<file path="src/rtl/uart_pkg.sv">
// Shared UART definitions: TX state encoding, line levels and the default
// bit period. Used by the TX serializer and the future RX block.
package uart_pkg;

  typedef enum logic [2:0] {
    IDLE   = 3'd0,
    START  = 3'd1,
    DATA   = 3'd2,
    PARITY = 3'd3,
    STOP   = 3'd4
  } tx_state_e;

  localparam logic START_BIT = 1'b0;
  localparam logic STOP_BIT  = 1'b1;

  // 50 MHz / 115200 baud
  localparam int DEFAULT_CLKS_PER_BIT = 434;

endpackage

</file>
<file path="src/rtl/uart_bit_timer.sv">
// Bit-period timer: counts 0..CLKS_PER_BIT-1 and flags the last cycle of
// each bit period. Restarts from 0 on clear or after each bit_end.
module uart_bit_timer
  import uart_pkg::*;
#(
  parameter int CLKS_PER_BIT = DEFAULT_CLKS_PER_BIT
) (
  input  logic clk,
  input  logic reset_n,
  input  logic clear,
  output logic bit_end
);

  localparam int CNT_W = $clog2(CLKS_PER_BIT);
  localparam logic [CNT_W-1:0] CNT_LAST = CNT_W'(CLKS_PER_BIT - 1);

  logic [CNT_W-1:0] cnt;

  assign bit_end = (cnt == CNT_LAST);

  // Free-running period counter; wraps only by explicit return to zero.
  always_ff @(posedge clk or negedge reset_n) begin
    if (!reset_n) begin
      cnt <= '0;
    end else if (clear || bit_end) begin
      cnt <= '0;
    end else begin
      cnt <= cnt + 1'b1;
    end
  end

endmodule

</file>
<file path="src/rtl/uart_tx_serializer.sv">
// UART transmitter fed by a first-word-fall-through byte FIFO. Frames are
// start bit, DATA_W data bits LSB first, optional parity, STOP_BITS stop
// bits, sent back to back while the FIFO holds data.
// Optional parity bit is compiled in with `define UART_TX_PARITY_EN.
module uart_tx_serializer
  import uart_pkg::*;
#(
  parameter int DATA_W       = 8,
  parameter int CLKS_PER_BIT = DEFAULT_CLKS_PER_BIT,
  parameter int STOP_BITS    = 1,
  parameter int PARITY_ODD   = 0
) (
  input  logic              clk,
  input  logic              reset_n,
  input  logic [DATA_W-1:0] fifo_data,
  input  logic              fifo_empty,
  output logic              fifo_rd_en,
  output logic              tx,
  output logic              busy,
  output logic              tx_done
);

  localparam int IDX_W = (DATA_W > 1) ? $clog2(DATA_W) : 1;
  localparam logic [IDX_W-1:0] IDX_LAST = IDX_W'(DATA_W - 1);
  // Index of the final stop bit (0 for one stop bit, 1 for two).
  localparam logic STOP_LAST = (STOP_BITS == 2);

  tx_state_e         state, state_d;
  logic [DATA_W-1:0] shift, shift_d;
  logic [IDX_W-1:0]  idx, idx_d;
  logic              stop_idx, stop_idx_d;
  logic              tx_d, busy_d, rd_en_d;
  logic              bit_end, frame_end, load, timer_clear;

`ifdef UART_TX_PARITY_EN
  logic par, par_d;
`else
  // Parity sense has no effect without the parity bit.
  logic parity_odd_unused;
  assign parity_odd_unused = (PARITY_ODD != 0);
`endif

  // Last cycle of the final stop bit; a waiting byte is loaded on this edge.
  assign frame_end   = (state == STOP) && bit_end && (stop_idx == STOP_LAST);
  assign load        = !fifo_empty && ((state == IDLE) || frame_end);
  assign timer_clear = load || (state == IDLE);
  assign tx_done     = frame_end;

  uart_bit_timer #(
    .CLKS_PER_BIT(CLKS_PER_BIT)
  ) u_bit_timer (
    .clk     (clk),
    .reset_n (reset_n),
    .clear   (timer_clear),
    .bit_end (bit_end)
  );

  // Next-state and next-output logic; tx is registered so the line is glitch-free.
  always_comb begin
    state_d    = state;
    shift_d    = shift;
    idx_d      = idx;
    stop_idx_d = stop_idx;
    tx_d       = tx;
    busy_d     = busy;
    rd_en_d    = 1'b0;
`ifdef UART_TX_PARITY_EN
    par_d      = par;
`endif
    if (load) begin
      state_d    = START;
      shift_d    = fifo_data;
      idx_d      = '0;
      stop_idx_d = 1'b0;
      tx_d       = START_BIT;
      busy_d     = 1'b1;
      rd_en_d    = 1'b1;
`ifdef UART_TX_PARITY_EN
      par_d      = (^fifo_data) ^ (PARITY_ODD != 0);
`endif
    end else begin
      case (state)
        IDLE: begin
          tx_d   = STOP_BIT;
          busy_d = 1'b0;
        end
        START: begin
          if (bit_end) begin
            state_d = DATA;
            idx_d   = '0;
            tx_d    = shift[0];
          end
        end
        DATA: begin
          if (bit_end) begin
            shift_d = shift >> 1;
            if (idx == IDX_LAST) begin
              idx_d = '0;
`ifdef UART_TX_PARITY_EN
              state_d = PARITY;
              tx_d    = par;
`else
              state_d    = STOP;
              stop_idx_d = 1'b0;
              tx_d       = STOP_BIT;
`endif
            end else begin
              idx_d = idx + 1'b1;
              tx_d  = shift_d[0];
            end
          end
        end
        PARITY: begin
`ifdef UART_TX_PARITY_EN
          if (bit_end) begin
            state_d    = STOP;
            stop_idx_d = 1'b0;
            tx_d       = STOP_BIT;
          end
`else
          // Unreachable without parity; fall back to a quiet line.
          state_d = IDLE;
          tx_d    = STOP_BIT;
          busy_d  = 1'b0;
`endif
        end
        STOP: begin
          if (bit_end) begin
            if (stop_idx == STOP_LAST) begin
              state_d = IDLE;
              tx_d    = STOP_BIT;
              busy_d  = 1'b0;
            end else begin
              stop_idx_d = 1'b1;
            end
          end
        end
        default: begin
          state_d = IDLE;
          tx_d    = STOP_BIT;
          busy_d  = 1'b0;
        end
      endcase
    end
  end

  // State, datapath and registered outputs; reset drops the frame and idles the line.
  always_ff @(posedge clk or negedge reset_n) begin
    if (!reset_n) begin
      state      <= IDLE;
      shift      <= '0;
      idx        <= '0;
      stop_idx   <= 1'b0;
      tx         <= STOP_BIT;
      busy       <= 1'b0;
      fifo_rd_en <= 1'b0;
`ifdef UART_TX_PARITY_EN
      par        <= 1'b0;
`endif
    end else begin
      state      <= state_d;
      shift      <= shift_d;
      idx        <= idx_d;
      stop_idx   <= stop_idx_d;
      tx         <= tx_d;
      busy       <= busy_d;
      fifo_rd_en <= rd_en_d;
`ifdef UART_TX_PARITY_EN
      par        <= par_d;
`endif
    end
  end

endmodule
</file>
<file path="config.mk">
export PLATFORM = sky130hd
export DESIGN_NAME = uart_tx_serializer
export DESIGN_NICKNAME = d
export VERILOG_FILES = /design/src/rtl/uart_pkg.sv /design/src/rtl/uart_bit_timer.sv /design/src/rtl/uart_tx_serializer.sv
export SDC_FILE = /design/constraint.sdc
export NUM_CORES = 1
export LEC_CHECK = 0
export BUFFER_PORTS_ARGS = -buffer_cell sky130_fd_sc_hd__buf_2
export CAP_MARGIN = 20
export CELL_PAD_IN_SITES_DETAIL_PLACEMENT = 0
export CELL_PAD_IN_SITES_GLOBAL_PLACEMENT = 1
export CORE_ASPECT_RATIO = 0.75
export CORE_MARGIN = 3
export CORE_UTILIZATION = 40
export DETAILED_ROUTE_END_ITERATION = 7
export PLACE_DENSITY = 0.74
export SLEW_MARGIN = 20
export SYNTH_ARGS = -nofsm -noshare
export SYNTH_HDL_FRONTEND = slang
export SYNTH_HIERARCHICAL = 1
export SYNTH_SLANG_ARGS = --single-unit
</file>
<file path="constraint.sdc">
create_clock -name clk -period 2.85 [get_ports clk]
set_input_delay 0.4275 -clock clk [delete_from_list [all_inputs] [get_ports clk]]
set_output_delay 0.4275 -clock clk [all_outputs]
set_load 0.005 [all_outputs]
</file>
# After elaboration in Yosys (flattened, before gate mapping)
# Index checks and enable logic that the tools add are counted.
# totals
wordCells	76
out_inout_bits	4
register_bits	27
# op_classes
n_addsub	2
bitwise	1
n_mux	34
n_eq_ne	12
n_reduce_logical	19
# ops
cell	count
$mux 3	10
$mux 8	3
$mux 1	15
$ne 3x3->1 const B	5
$pmux 3 s4	1
$add 9x1->9 const B	1
$eq 9x9->1 const B	1
$mux 9	1
$reduce_and 4->1	2
$eq 3x3->1 const B	2
$pmux 3 s2	1
$reduce_and 3->1	2
$reduce_and 6->1	1
$reduce_bool 3->1	2
$pmux 1 s2	2
$reduce_bool 2->1	2
$add 3x1->3 const B	1
$eq 3x1->1 const B	1
$eq 3x2->1 const B	1
$logic_and 1x1->1	3
$logic_not 3->1	1
$logic_or 1x1->1	3
$pmux 1 s3	1
$ne 2x1->1 const B	1
5 further kinds	5

# Longest topological paths before layout
# Gate-level depths: netlist (run 1).
# depth
depth_word	8
mapped_depth	10
ltp_nobuf	10

# By module
# Netlist (run 1), hierarchy kept.
# modules_own_cells
module	instances	area_each_um2	seq_area_each_um2	cells_per_inst
uart_tx_serializer	1	897.1	426.7	85
uart_bit_timer	1	485.5	225.2	48

# Least setup slack after synthesis (run 1)
# No wires, ideal clock.
# synth_path
path_type	flip-flop to flip-flop
from	register u_bit_timer.cnt[2]
to	register u_bit_timer.cnt[2]
arrival_time_ns	2.294
setup_time_ns	0.129
period_less_slack_ns	2.423
setup_slack_ns	0.427
path_buffers	0
stages_incl_launch_ff	9
cell_sequence	dfrtp_1 > or3_4 > nor3_1 > nor2b_4 > nor4_4 > or2_2 > inv_1 > o31ai_4 > nor2_1
# synth_via
elab_chain_len	8
elab_cells_between_ends	9
cone_classes	add/sub: 1; eq/ne: 1; mux: 1; reduce/logical: 6
# synth_lines
element	line_no	text
start: declaration	uart_bit_timer.sv:17	logic [CNT_W-1:0] cnt;
start signal: assignment	uart_bit_timer.sv:28	cnt <= cnt + 1'b1;
$eq 9x9->1	uart_bit_timer.sv:19	assign bit_end = (cnt == CNT_LAST);
via bit_end	uart_tx_serializer.sv:33	logic bit_end, frame_end, load, timer_clear;
$logic_and 1x1->1 (2 in series)	uart_tx_serializer.sv:44	assign frame_end = (state == STOP) && bit_end && (stop_idx == STOP_LAST);
$logic_or 1x1->1	uart_tx_serializer.sv:45	assign load = !fifo_empty && ((state == IDLE) || frame_end);
$logic_and 1x1->1	uart_tx_serializer.sv:45	
$logic_or 1x1->1	uart_tx_serializer.sv:46	assign timer_clear = load || (state == IDLE);
via timer_clear	uart_tx_serializer.sv:33	
$logic_or 1x1->1	uart_bit_timer.sv:25	end else if (clear || bit_end) begin
$mux 9	uart_bit_timer.sv:25	
# The timed path passes the listed nets, and every way through them passes these cells.
# A chain may end at the register's enable or synchronous reset.

# Worst setup path in the final report (run 1)
# layout_path
from	register u_bit_timer.cnt[2]
to	output port tx_done
# layout_via
elab_chain_len	3
# layout_lines
element	line_no	text
$eq 9x9->1	uart_bit_timer.sv:19	
via bit_end	uart_tx_serializer.sv:33	
$logic_and 1x1->1 (2 in series)	uart_tx_serializer.sv:44	
end: declaration	uart_tx_serializer.sv:20	output logic tx_done
# The timed path passes the listed nets, and every way through them passes these cells.

==> metrics.md, run 1 <==
| Metric | Value |
|---|---|
| Outcome | `finished clean` |
| Mapped Nets | `~150` |
| Overall track demand over capacity in global routing | `0.130` |
| Leakage | `0.000654 uW` |
| Yosys warning count | `6` |
| Chip width | `~74 um` |
| Power per Cell Area | `890 nW/um2` |
| Die ar. | `about 4200 um2` |
| Clock latency on the worst-skew pair | `between 0.2 and 0.3 ns` |
| # DRC | `0` |
| Sum of negative setup slack | `0 ns` |
| Netlist area before placement | `1380 um2` |
| Headroom to the max-slew limit | `0.613` |
| Layout-stage area growth over the synthesis result | `11.6%` |
| Setup WS pre-CTS | `approximately 0.73 ns` |
| H-tree Lvls | `1` |
| VDD IR max | `a little under 0.4 mV` |
| HPWL Detailed | `1790 um` |
| Post CTS Setup Buffer Count | `0` |
| Fraction of final layout cells sized beyond drive strength 1 | `0.196` |
| Antenna diodes | `0` |
| Largest cells by area after synthesis | `sky130_fd_sc_hd__dfrtp_1, sky130_fd_sc_hd__mux2i_1, sky130_fd_sc_hd__nand2_1` |
| Critical Path Most Common Cell | `sky130_fd_sc_hd__nor3_1` |
| Critical Path Sink Type | `primary output` |
| Final setup skew | `~0.0084 ns` |
| Final wirelength | `between 2000 and 2500 um` |
| Detailed Route Iter0 Violations | `between 40 and 50` |
| Worst Setup Start Kind | `flop` |
| Class of the worst hold path | `input port to asynchronous set/reset pin` |
| Async S/R FF share, synth | `1.00` |
| Routability congestion estimate from global placement | `around 0.76` |
| Initial antenna violation count | `0` |
| Final worst-path setup slack | `0.594 ns` |
| Number of global-route vias before repair | `roughly 950` |
| Starting utilization of the core area | `0.442` |
| Post-cts resize count | `0` |
| Clk sinks | `26` |
| Setup repair after global routing missed its margin | `no` |
| Minimum clock period | `approximately 2.3 ns` |
| Delay contributed by the slowest stage of the critical path | `between 0.4 and 0.5 ns` |
| Max frequency | `around 440 MHz` |
| Most instantiated library cell after synthesis | `sky130_fd_sc_hd__dfrtp_1` |
| Cell class contributing the biggest share of worst-path delay | `simple AND/OR/NAND/NOR gates` |
| Post-synth top area share | `0.452` |
| Seq cells post-synth | `26` |
| Number of cell instances on the worst register-to-register path | `7` |
| # rows | `17` |
| Top flip-flop cell by instance count after synthesis | `sky130_fd_sc_hd__dfrtp_1` |
| Required time of the worst setup path | `about 2.4 ns` |
| Maximum Capacitance Violations | `0` |
| Dominant cell type by area after synthesis | `sky130_fd_sc_hd__dfrtp_1` |
| Flop-to-flop setup slack | `between 0.7 and 0.8 ns` |
| Worst reg2reg endpoint | `shift[4]` |
| Count of endpoints failing hold in the final timing report | `0` |
| Grt total ovfl | `0` |
| I/O pin total | `15` |
| Worst path cell trace | `or3_4 > nor3_1 > buf_4 > nand2_1 > nor3_1 > buf_2` |
| Highest fanout seen on the critical path | `8` |
| Most instantiated cells after synthesis | `sky130_fd_sc_hd__dfrtp_1, sky130_fd_sc_hd__nand2_1, sky130_fd_sc_hd__nor2_1, sky130_fd_sc_hd__o21ai_1, sky130_fd_sc_hd__mux2i_1` |
| Count of input and output buffers | `14` |
| Sequential share of the synthesized area | `0.471` |
| DR pass1 iterations | `4` |
| Core Footprint | `between 3000 and 4000 um2` |
| # setup viols final | `0` |
| Cts-stage hold buffer count | `0` |
| Critical-path top delay cell | `sky130_fd_sc_hd__dfrtp_1` |
| CTS Buffer Depth | `2` |
| Share of the clock period used by the worst path | `0.792` |
| Largest net degree at the start of global routing | `27` |
| Count of unique library cells instantiated by Yosys | `42` |
| Via count | `~990` |
| Final nets | `approximately 160` |
| WL per Instance | `about 13 um` |
| DRT antenna net count | `0` |
| Post-synthesis instance total | `around 130` |
| Number of slew-limit violations in the final report | `0` |
| DR vias/cell | `5.31` |
| Worst Path Class, Setup | `flop to primary output` |
| Buffering stage count on the worst path with inverters included | `2` |
| Reg2Reg Launch Point | `u_bit_timer/cnt[2]` |
| TritonCTS clock tree | `built` |
| Root buffer cell | `sky130_fd_sc_hd__clkbuf_8` |
| CTS clock-pin slew for the worst setup and hold paths | `0.09 ns` |
| Die Ht | `roughly 57 um` |
| Transition time at the pin with the least slew margin | `0.580 ns` |
| Number of buffers created by CTS | `3` |
| Avg Synthesized Cell Area | `10.4 um2` |
| First-pass GRT wire length | `around 4300 um` |
| Hold Slack | `~0.14 ns` |
| Post-synth EDFFs | `0` |
| CP Data Arrival Time | `approximately 1.8 ns` |
| Layout filler cell count | `approximately 280` |
## flip-flops by register name (all words and copies together), names as in the netlist
signal and flops:
idx 3, busy 1, shift 8, fifo_rd_en 1, tx 1, state 3, u_bit_timer/cnt 9
## power breakdown
| group | switching (uW) | internal (uW) |
|---|---|---|
| Sequential | 126 | 506 |
| Combinational | 232 | 209 |
| Clock | 112 | 188 |
| Total | 470 | 903 |
## metal layers
metal,GRT usage,up-vias,part of all wire
li1,-,508,-
met1,0.193,461,0.54
met2,0.189,16,0.42
met3,0.0429,2,0.042
met4,0.0155,0,0.0049
met5,0,-,0
## worst max-delay path by stage
stage | start | endpoint | slack [ns] | cells past startpoint
finish | u_bit_timer/cnt[2] | tx_done | 0.59 | 6
global route | u_bit_timer/cnt[2] | tx_done | 0.44 | 6
CTS | u_bit_timer/cnt[2] | tx_done | 0.58 | 6
detailed placement | u_bit_timer/cnt[2] | idx[0] | 0.73 | 7
global placement | u_bit_timer/cnt[2] | shift[4] | 0.73 | 7
floorplan | u_bit_timer/cnt[2] | u_bit_timer/cnt[2] | 0.43 | 8
## through the flow
stage                     utilization  instances  area [um2]  total power (uW)
after floorplan                     -        133        1380               970
final                           0.493        186        1540              1370
after global routing            0.493        186        1540              1490
after CTS                       0.493        186        1540              1400
after global placement          0.471        182        1470              1070
after detailed placement        0.471        182        1470              1090
## area by class of cell
class	count	area [um2]	area share
multi-input cells	98	672	0.436
flip-flops and latches	26	652	0.423
repair buffers	16	85.1	0.0552
clock buffers	3	41.3	0.0268
inverters	4	15.0	0.00973
well taps	38	47.5	0.0308
clock inverters	1	30.0	0.0195
## placed cells by master, fill, tap and decap left out, types with 5 or more instances in the layout
| master | Yosys | final |
|---|---|---|
| sky130_fd_sc_hd__o21ai_1 | 7 | 7 |
| sky130_fd_sc_hd__buf_2 | 2 | 14 |
| sky130_fd_sc_hd__nor2_1 | 11 | 11 |
| sky130_fd_sc_hd__a21oi_1 | 5 | 5 |
| sky130_fd_sc_hd__nor2b_1 | 5 | 5 |
| sky130_fd_sc_hd__dfrtp_1 | 25 | 25 |
| sky130_fd_sc_hd__nand2_1 | 14 | 14 |
| sky130_fd_sc_hd__mux2i_1 | 6 | 6 |
## logic make-up after synthesis
logic type	share of synthesized area
simple gates	0.214
compound gates	0.167
flops	0.471
buf+inv	0.0425
mux	0.0434
xor+xnor	0.0253
fa+ha+maj	0.0362
No activity file was read; power rests on OpenSTA's default activity.
==> inputs of run 2 (changes only) <==
- ABC_AREA: not set -> 1
- CORE_UTILIZATION: 40 -> 38
- PLACE_DENSITY: 0.74 -> 0.77
- clock period: 2.85 -> 1.9 ns (I/O delays scaled with it)
==> metrics.md, run 2 <==
| Metric | Value |
|---|---|
| # rows | `18 (was 17)` |
| Number of global-route vias before repair | `1143 (was 951)` |
| Grt total ovfl | `0 (unchanged)` |
| DR pass1 iterations | `5 (was 4)` |
| DR vias/cell | `4.79 (was 5.31)` |
| Final core occ | `0.490 (was 0.493)` |
| # DRC | `0 (unchanged)` |
| Die Ht | `58.6 um (was 56.9 um)` |
| Final wirelength | `2970 um (was 2430 um)` |
| Power per Cell Area | `1320 nW/um2 (was 890 nW/um2)` |
| Final total power | `2210 uW (was 1370 uW)` |
| H-tree Lvls | `1 (unchanged)` |
| Most instantiated library cell after synthesis | `sky130_fd_sc_hd__nand2_1 (was sky130_fd_sc_hd__dfrtp_1)` |
| Post-synth EDFFs | `0 (unchanged)` |
| Class of the worst hold path | `input port to asynchronous set/reset pin (unchanged)` |
| Post-synth top area share | `0.446 (was 0.452)` |
| Top Metal Used | `met4 (unchanged)` |
| Setup repair after global routing missed its margin | `yes (was no)` |
| Async S/R FF share, synth | `1.00 (unchanged)` |
| Number of flip-flops in the largest register | `9 (unchanged)` |
| WL per Instance | `12.0 um (was 13.1 um)` |
| Avg Synthesized Cell Area | `8.10 um2 (was 10.4 um2)` |
| Routability congestion estimate from global placement | `0.796 (was 0.757)` |
| Cts-stage hold buffer count | `0 (unchanged)` |
| Root buffer cell | `sky130_fd_sc_hd__clkbuf_8 (unchanged)` |
| Starting utilization of the core area | `0.412 (was 0.442)` |
| Hold Slack | `-0.00475 ns (was 0.145 ns)` |
| Initial antenna violation count | `0 (unchanged)` |
| Number of buffers created by CTS | `3 (unchanged)` |
| Transition time at the pin with the least slew margin | `0.599 ns (was 0.580 ns)` |
| Met2 layer wire length in the routed design | `1260 um (was 1010 um)` |
| HPWL Detailed | `2230 um (was 1790 um)` |
| DRT antenna net count | `0 (unchanged)` |
| M1 WL | `1520 um (was 1310 um)` |
| First-pass GRT wire length | `5300 um (was 4330 um)` |
| Leakage | `0.000805 uW (was 0.000654 uW)` |
| Largest reg by FF count | `u_bit_timer/cnt (unchanged)` |
| Most common cell after layout, fill and taps aside | `sky130_fd_sc_hd__nand2_1 (was sky130_fd_sc_hd__dfrtp_1)` |
| Required time of the worst setup path | `1.62 ns (was 2.42 ns)` |
| Dominant cell type by area after synthesis | `sky130_fd_sc_hd__dfrtp_1 (unchanged)` |
| Headroom to the max-slew limit | `0.600 (was 0.613)` |
| Critical Path Sink Type | `primary output (unchanged)` |
| Top library cells by usage in the layout, fill and taps aside | `sky130_fd_sc_hd__nand2_1, sky130_fd_sc_hd__dfrtp_1, sky130_fd_sc_hd__inv_1, sky130_fd_sc_hd__nand3_1, sky130_fd_sc_hd__nor2_1 (was sky130_fd_sc_hd__dfrtp_1, sky130_fd_sc_hd__nand2_1, sky130_fd_sc_hd__buf_2, sky130_fd_sc_hd__nor2_1, sky130_fd_sc_hd__o21ai_1)` |
| Worst Setup Start Kind | `flop (unchanged)` |
| Outcome | `finished with violations (was finished clean)` |
| Post-Place Cells | `240 (was 182)` |
| Final setup skew | `0.00599 ns (was 0.00837 ns)` |
| Sequential share of the synthesized area | `0.465 (was 0.471)` |
| Most instantiated cells after synthesis | `sky130_fd_sc_hd__nand2_1, sky130_fd_sc_hd__dfrtp_1, sky130_fd_sc_hd__inv_1, sky130_fd_sc_hd__nand3_1, sky130_fd_sc_hd__nor2_1 (was sky130_fd_sc_hd__dfrtp_1, sky130_fd_sc_hd__nand2_1, sky130_fd_sc_hd__nor2_1, sky130_fd_sc_hd__o21ai_1, sky130_fd_sc_hd__mux2i_1)` |
| Via count | `1187 (was 987)` |
| Final nets | `214 (was 164)` |
| Violated checks | `negative hold slack` |
| Met3 WL | `160 um (was 102 um)` |
| Highest fanout seen on the critical path | `4 (was 8)` |
| CTS clock-pin slew for the worst setup and hold paths | `0.10 ns (was 0.09 ns)` |
| Mapped Nets | `188 (was 148)` |
| Maximum Capacitance Violations | `0 (unchanged)` |
| Chip width | `76.1 um (was 73.9 um)` |
| Fraction of final layout cells sized beyond drive strength 1 | `0.273 (was 0.196)` |
| Clock latency on the worst-skew pair | `0.28 ns (was 0.27 ns)` |
| Die ar. | `4460 um2 (was 4210 um2)` |
| I/O pin total | `15 (unchanged)` |
| Netlist area before placement | `1400 um2 (was 1380 um2)` |
| Core Footprint | `3400 um2 (was 3130 um2)` |
| Largest net degree at the start of global routing | `27 (unchanged)` |
| # setup viols final | `0 (unchanged)` |
| Seq cells post-synth | `26 (unchanged)` |
| Final worst-path setup slack | `0.111 ns (was 0.594 ns)` |
| Largest cells by area after synthesis | `sky130_fd_sc_hd__dfrtp_1, sky130_fd_sc_hd__nand2_1, sky130_fd_sc_hd__nand3_1 (was sky130_fd_sc_hd__dfrtp_1, sky130_fd_sc_hd__mux2i_1, sky130_fd_sc_hd__nand2_1)` |
| Non-filler cells, final | `248 (was 186)` |
| Count of input and output buffers | `14 (unchanged)` |
| Top flip-flop cell by instance count after synthesis | `sky130_fd_sc_hd__dfrtp_1 (unchanged)` |
| Regs by FF count | `u_bit_timer/cnt: 9 flops, shift: 8 flops (unchanged)` |
| Antenna diodes | `0 (unchanged)` |
| Clk sinks | `26 (unchanged)` |
| Yosys warning count | `6 (unchanged)` |
| Number of slew-limit violations in the final report | `0 (unchanged)` |
| VDD IR max | `0.509 mV (was 0.392 mV)` |
| Worst Path Class, Setup | `flop to primary output (unchanged)` |
| Detailed Route Iter0 Violations | `83 (was 47)` |
| Layout-stage area growth over the synthesis result | `18.9% (was 11.6%)` |
| TritonCTS clock tree | `built (unchanged)` |
| Count of unique library cells instantiated by Yosys | `25 (was 42)` |
| Count of endpoints failing hold in the final timing report | `5 (was 0)` |
| CP Data Arrival Time | `1.50 ns (was 1.83 ns)` |
| Overall track demand over capacity in global routing | `0.151 (was 0.130)` |
| Share of the clock period used by the worst path | `0.941` |
| Max frequency | `559 MHz` |
| Post-synthesis instance total | `173 (was 133)` |
| Minimum clock period | `around 1.8 ns` |
| CTS Buffer Depth | `2 (unchanged)` |
| Setup WS pre-CTS | `0.162 ns (was 0.732 ns)` |
==> run 2: power by group <==
group / switching (uW) / internal, uW
sequential: 142 / 741
clock: 193 / 282
combinational: 520 / 330
total: 855 / 1350
==> run 2: logic make-up after synthesis <==
logic type / after synthesis / synth area share
simple gates: 106 / 0.354
flops: 26 / 0.465
buf+inv: 21 / 0.0634
compound gates: 13 / 0.0634
fa+ha+maj: 4 / 0.0357
xor+xnor: 3 / 0.0188
==> run 2: cell type report <==
type | instances | area [um2]
fill | 323 | 1730
multi-input combinational | 126 | 669
sequential | 26 | 653
timing repair buffer | 22 | 130
inverter | 20 | 80.1
tap | 50 | 62.6
clock buffer | 3 | 41.3
clock inverter | 1 | 30.0
==> run 2: worst max-delay path, stage by stage (launching register included) <==
cell and delay, ns:
sky130_fd_sc_hd__dfrtp_1 0.39, sky130_fd_sc_hd__inv_1 0.06, sky130_fd_sc_hd__ha_2 0.16, sky130_fd_sc_hd__nand2_1 0.05
sky130_fd_sc_hd__nor2_1 0.08, sky130_fd_sc_hd__nand2_1 0.08, sky130_fd_sc_hd__inv_2 0.11, sky130_fd_sc_hd__inv_4 0.04
sky130_fd_sc_hd__nor4_2 0.10, sky130_fd_sc_hd__buf_2 0.15
==> run 2: path summary, 6_finish.rpt <==
kind                                     from  cells past startpoint  slack [ns]            endpoint
min reg2reg                              busy                      2        0.48                busy
max                        u_bit_timer/cnt[1]                      9        0.11             tx_done
max reg2reg                u_bit_timer/cnt[1]                     12        0.19            shift[2]
min                                   reset_n                      1      -0.005            state[0]
max in group asynchronous             reset_n                      1        1.47  u_bit_timer/cnt[3]
min in group clk                 fifo_data[7]                      3        0.21            shift[7]
==> run 2: routing by layer <==
metal / GRT usage / up-vias
met1: 0.203 / 565
met3: 0.0443 / 4
li1: - / 590
met5: 0 / -
met4: 0.0388 / 0
met2: 0.241 / 28
==> run 2: per-stage QoR <==
step / cell area, um2 / setup TNS (ns)
global route: 1670 / -0.0227
floorplan: 1400 / 0
detailed placement: 1550 / 0
finish: 1670 / 0
global placement: 1550 / 0
CTS: 1640 / 0
==> run 2: repair_timing <==
action,4_1_cts,5_1_grt
resized for setup,2,4
hold endpoints to repair,0,0
setup endpoints to repair,1,1
pin swaps,2,2
buffers inserted,2,2
==> inputs of run 3 (changes only) <==
- CORE_UTILIZATION: 38 -> 40
- PLACE_DENSITY: 0.77 -> 0.78
- clock period: 1.9 -> 2.1 ns (I/O delays scaled with it)
==> metrics.md, run 3 (same netlist as run 2, synthesis figures left out) <==
| Metric | Value |
|---|---|
| Outcome | `finished clean (was finished with violations)` |
| Via count | `1158 (was 1187)` |
| # DRC | `0 (unchanged)` |
| CP Data Arrival Time | `1.66 ns (was 1.50 ns)` |
| Number of global-route vias before repair | `1108 (was 1143)` |
| First-pass GRT wire length | `4860 um (was 5300 um)` |
| Final Cell Area | `1610 um2 (was 1670 um2)` |
| Area of the multi-input gates | `667 um2 (was 669 um2)` |
| Final wirelength | `2890 um (was 2970 um)` |
| Cts-stage hold buffer count | `0 (unchanged)` |
| Root buffer cell | `sky130_fd_sc_hd__clkbuf_8 (unchanged)` |
| VDD IR max | `0.561 mV (was 0.509 mV)` |
| Count of input and output buffers | `14 (unchanged)` |
| Final nets | `209 (was 214)` |
| Number of flip-flops in the largest register | `9 (unchanged)` |
| Storage cell area | `653 um2 (unchanged)` |
| Most common cell after layout, fill and taps aside | `sky130_fd_sc_hd__nand2_1 (unchanged)` |
| # setup viols final | `0 (unchanged)` |
| Setup WS pre-CTS | `0.255 ns (was 0.162 ns)` |
| Largest reg by FF count | `u_bit_timer/cnt (unchanged)` |
| Minimum clock period | `a little under 2 ns` |
| Number of slew-limit violations in the final report | `0 (unchanged)` |
| Post-place instance area | `1520 um2 (was 1550 um2)` |
| Final setup skew | `0.00236 ns (was 0.00599 ns)` |
| Die ar. | `4260 um2 (was 4460 um2)` |
| Share of the clock period used by the worst path | `0.942` |
| Antenna diodes | `0 (unchanged)` |
| Sum of negative setup slack | `0 ns (unchanged)` |
| CTS Buffer Depth | `2 (unchanged)` |
| Regs by FF count | `u_bit_timer/cnt: 9 flops, shift: 8 flops (unchanged)` |
| Clk sinks | `26 (unchanged)` |
| Final total power | `1970 uW (was 2210 uW)` |
| Worst reg2reg endpoint | `u_bit_timer/cnt[4] (was shift[2])` |
| Hold Slack | `0.0256 ns (was -0.00475 ns)` |
| Headroom to the max-slew limit | `0.614 (was 0.600)` |
| Chip width | `74.3 um (was 76.1 um)` |
| I/O pin total | `15 (unchanged)` |
| DR pass1 iterations | `4 (was 5)` |
| Critical Path Sink Type | `primary output (unchanged)` |
| Routability congestion estimate from global placement | `0.827 (was 0.796)` |
| Top library cells by usage in the layout, fill and taps aside | `sky130_fd_sc_hd__nand2_1, sky130_fd_sc_hd__dfrtp_1, sky130_fd_sc_hd__inv_1, sky130_fd_sc_hd__nand3_1, sky130_fd_sc_hd__nor2_1 (unchanged)` |
| Worst Path Class, Setup | `flop to primary output (unchanged)` |
| Leakage | `0.000783 uW (was 0.000805 uW)` |
| Layout filler cell count | `317 (was 323)` |
| Required time of the worst setup path | `1.78 ns (was 1.62 ns)` |
| Reg2Reg Launch Point | `u_bit_timer/cnt[0] (was u_bit_timer/cnt[1])` |
| Fraction of final layout cells sized beyond drive strength 1 | `0.244 (was 0.273)` |
| Detailed Route Iter0 Violations | `82 (was 83)` |
| WL per Instance | `12.5 um (was 12.0 um)` |
| Overall track demand over capacity in global routing | `0.146 (was 0.151)` |
| Final worst-path setup slack | `0.122 ns (was 0.111 ns)` |
| Flop-to-flop setup slack | `0.31 ns (was 0.19 ns)` |
| Worst Setup Start Kind | `flop (unchanged)` |
| DRT antenna net count | `0 (unchanged)` |
| Largest net degree at the start of global routing | `27 (unchanged)` |
| DR vias/cell | `5.01 (was 4.79)` |
| Grt total ovfl | `0 (unchanged)` |
| Setup repair after global routing missed its margin | `no (was yes)` |
| # rows | `17 (was 18)` |
| Power per Cell Area | `1220 nW/um2 (was 1320 nW/um2)` |
| Clock latency on the worst-skew pair | `0.27 ns (was 0.28 ns)` |
| Maximum Capacitance Violations | `0 (unchanged)` |
| Number of buffers created by CTS | `3 (unchanged)` |
| Max frequency | `505 MHz` |
| Die Ht | `57.3 um (was 58.6 um)` |
| TritonCTS clock tree | `built (unchanged)` |
| Class of the worst hold path | `input port to asynchronous set/reset pin (unchanged)` |
| Highest fanout seen on the critical path | `4 (unchanged)` |
| Layout-stage area growth over the synthesis result | `14.8% (was 18.9%)` |
| HPWL Detailed | `2170 um (was 2230 um)` |
| Number of cell instances on the worst register-to-register path | `12 (unchanged)` |
| Count of endpoints failing hold in the final timing report | `0 (was 5)` |
| CTS clock-pin slew for the worst setup and hold paths | `0.09 ns (was 0.10 ns)` |
| Core Footprint | `3150 um2 (was 3400 um2)` |
| Transition time at the pin with the least slew margin | `0.580 ns (was 0.599 ns)` |
| Initial antenna violation count | `0 (unchanged)` |
| H-tree Lvls | `1 (unchanged)` |
| Starting utilization of the core area | `0.445 (was 0.412)` |
[run 3: cell count changes in the layout (fill, tap and decap cells not counted), sizes merged]
cell	change
buf	-5
[run 3: worst max-delay path, cell delays in order (launching register included)]
cell and delay, ns:
sky130_fd_sc_hd__dfrtp_1 0.40, sky130_fd_sc_hd__inv_1 0.06, sky130_fd_sc_hd__ha_1 0.13, sky130_fd_sc_hd__nand2_1 0.05
sky130_fd_sc_hd__nor2_1 0.10, sky130_fd_sc_hd__nand2_1 0.11, sky130_fd_sc_hd__inv_2 0.13, sky130_fd_sc_hd__inv_1 0.12
sky130_fd_sc_hd__nor4_2 0.14, sky130_fd_sc_hd__buf_2 0.15
[run 3: final cells by class]
class,instances,area share
multi-input cells,126,0.414
inverters,20,0.0482
clock buffers,3,0.0257
well taps,38,0.0295
repair buffers,17,0.0575
flip-flops and latches,26,0.406
clock inverters,1,0.0187
[run 3: timing repair]
action	CTS	global route
setup buffers	0	2
gates cloned	0	0
resized for setup	1	2
pin swaps	0	0
hold endpoints to repair	0	0
endpoints found under the setup margin	1	1
[run 3: per-stage QoR]
stage | instances | utilization
5_1_grt | 231 | 0.511
3_5_place_dp | 225 | 0.481
6_report | 231 | 0.511
2_1_floorplan | 173 | -
3_3_place_gp | 225 | 0.481
4_1_cts | 229 | 0.504
[run 3: how the worst max path moves through the flow]
stage	start	endpoint	slack (ns)	cells past startpoint
2_1_floorplan	u_bit_timer/cnt[0]	u_bit_timer/cnt[3]	0.31	13
3_3_place_gp	u_bit_timer/cnt[0]	state[1]	0.30	10
3_5_place_dp	u_bit_timer/cnt[0]	tx_done	0.25	8
4_1_cts	u_bit_timer/cnt[0]	tx_done	0.02	8
5_1_grt	u_bit_timer/cnt[0]	tx_done	0.004	8
6_report	u_bit_timer/cnt[1]	tx_done	0.12	9
[run 3: layer usage]
layer / up-vias / global-route usage / wire length, um
li1: 581 / - / -
met3: 2 / 0.0511 / 188
met5: - / 0 / 0
met4: 0 / 0.0228 / 12
met1: 539 / 0.216 / 1480
met2: 36 / 0.210 / 1210
[run 3: power breakdown]
group,internal [uW],switching [uW],total (uW)
clock,255,168,423
combinational,277,460,737
sequential,671,136,807
total,1200,763,1970
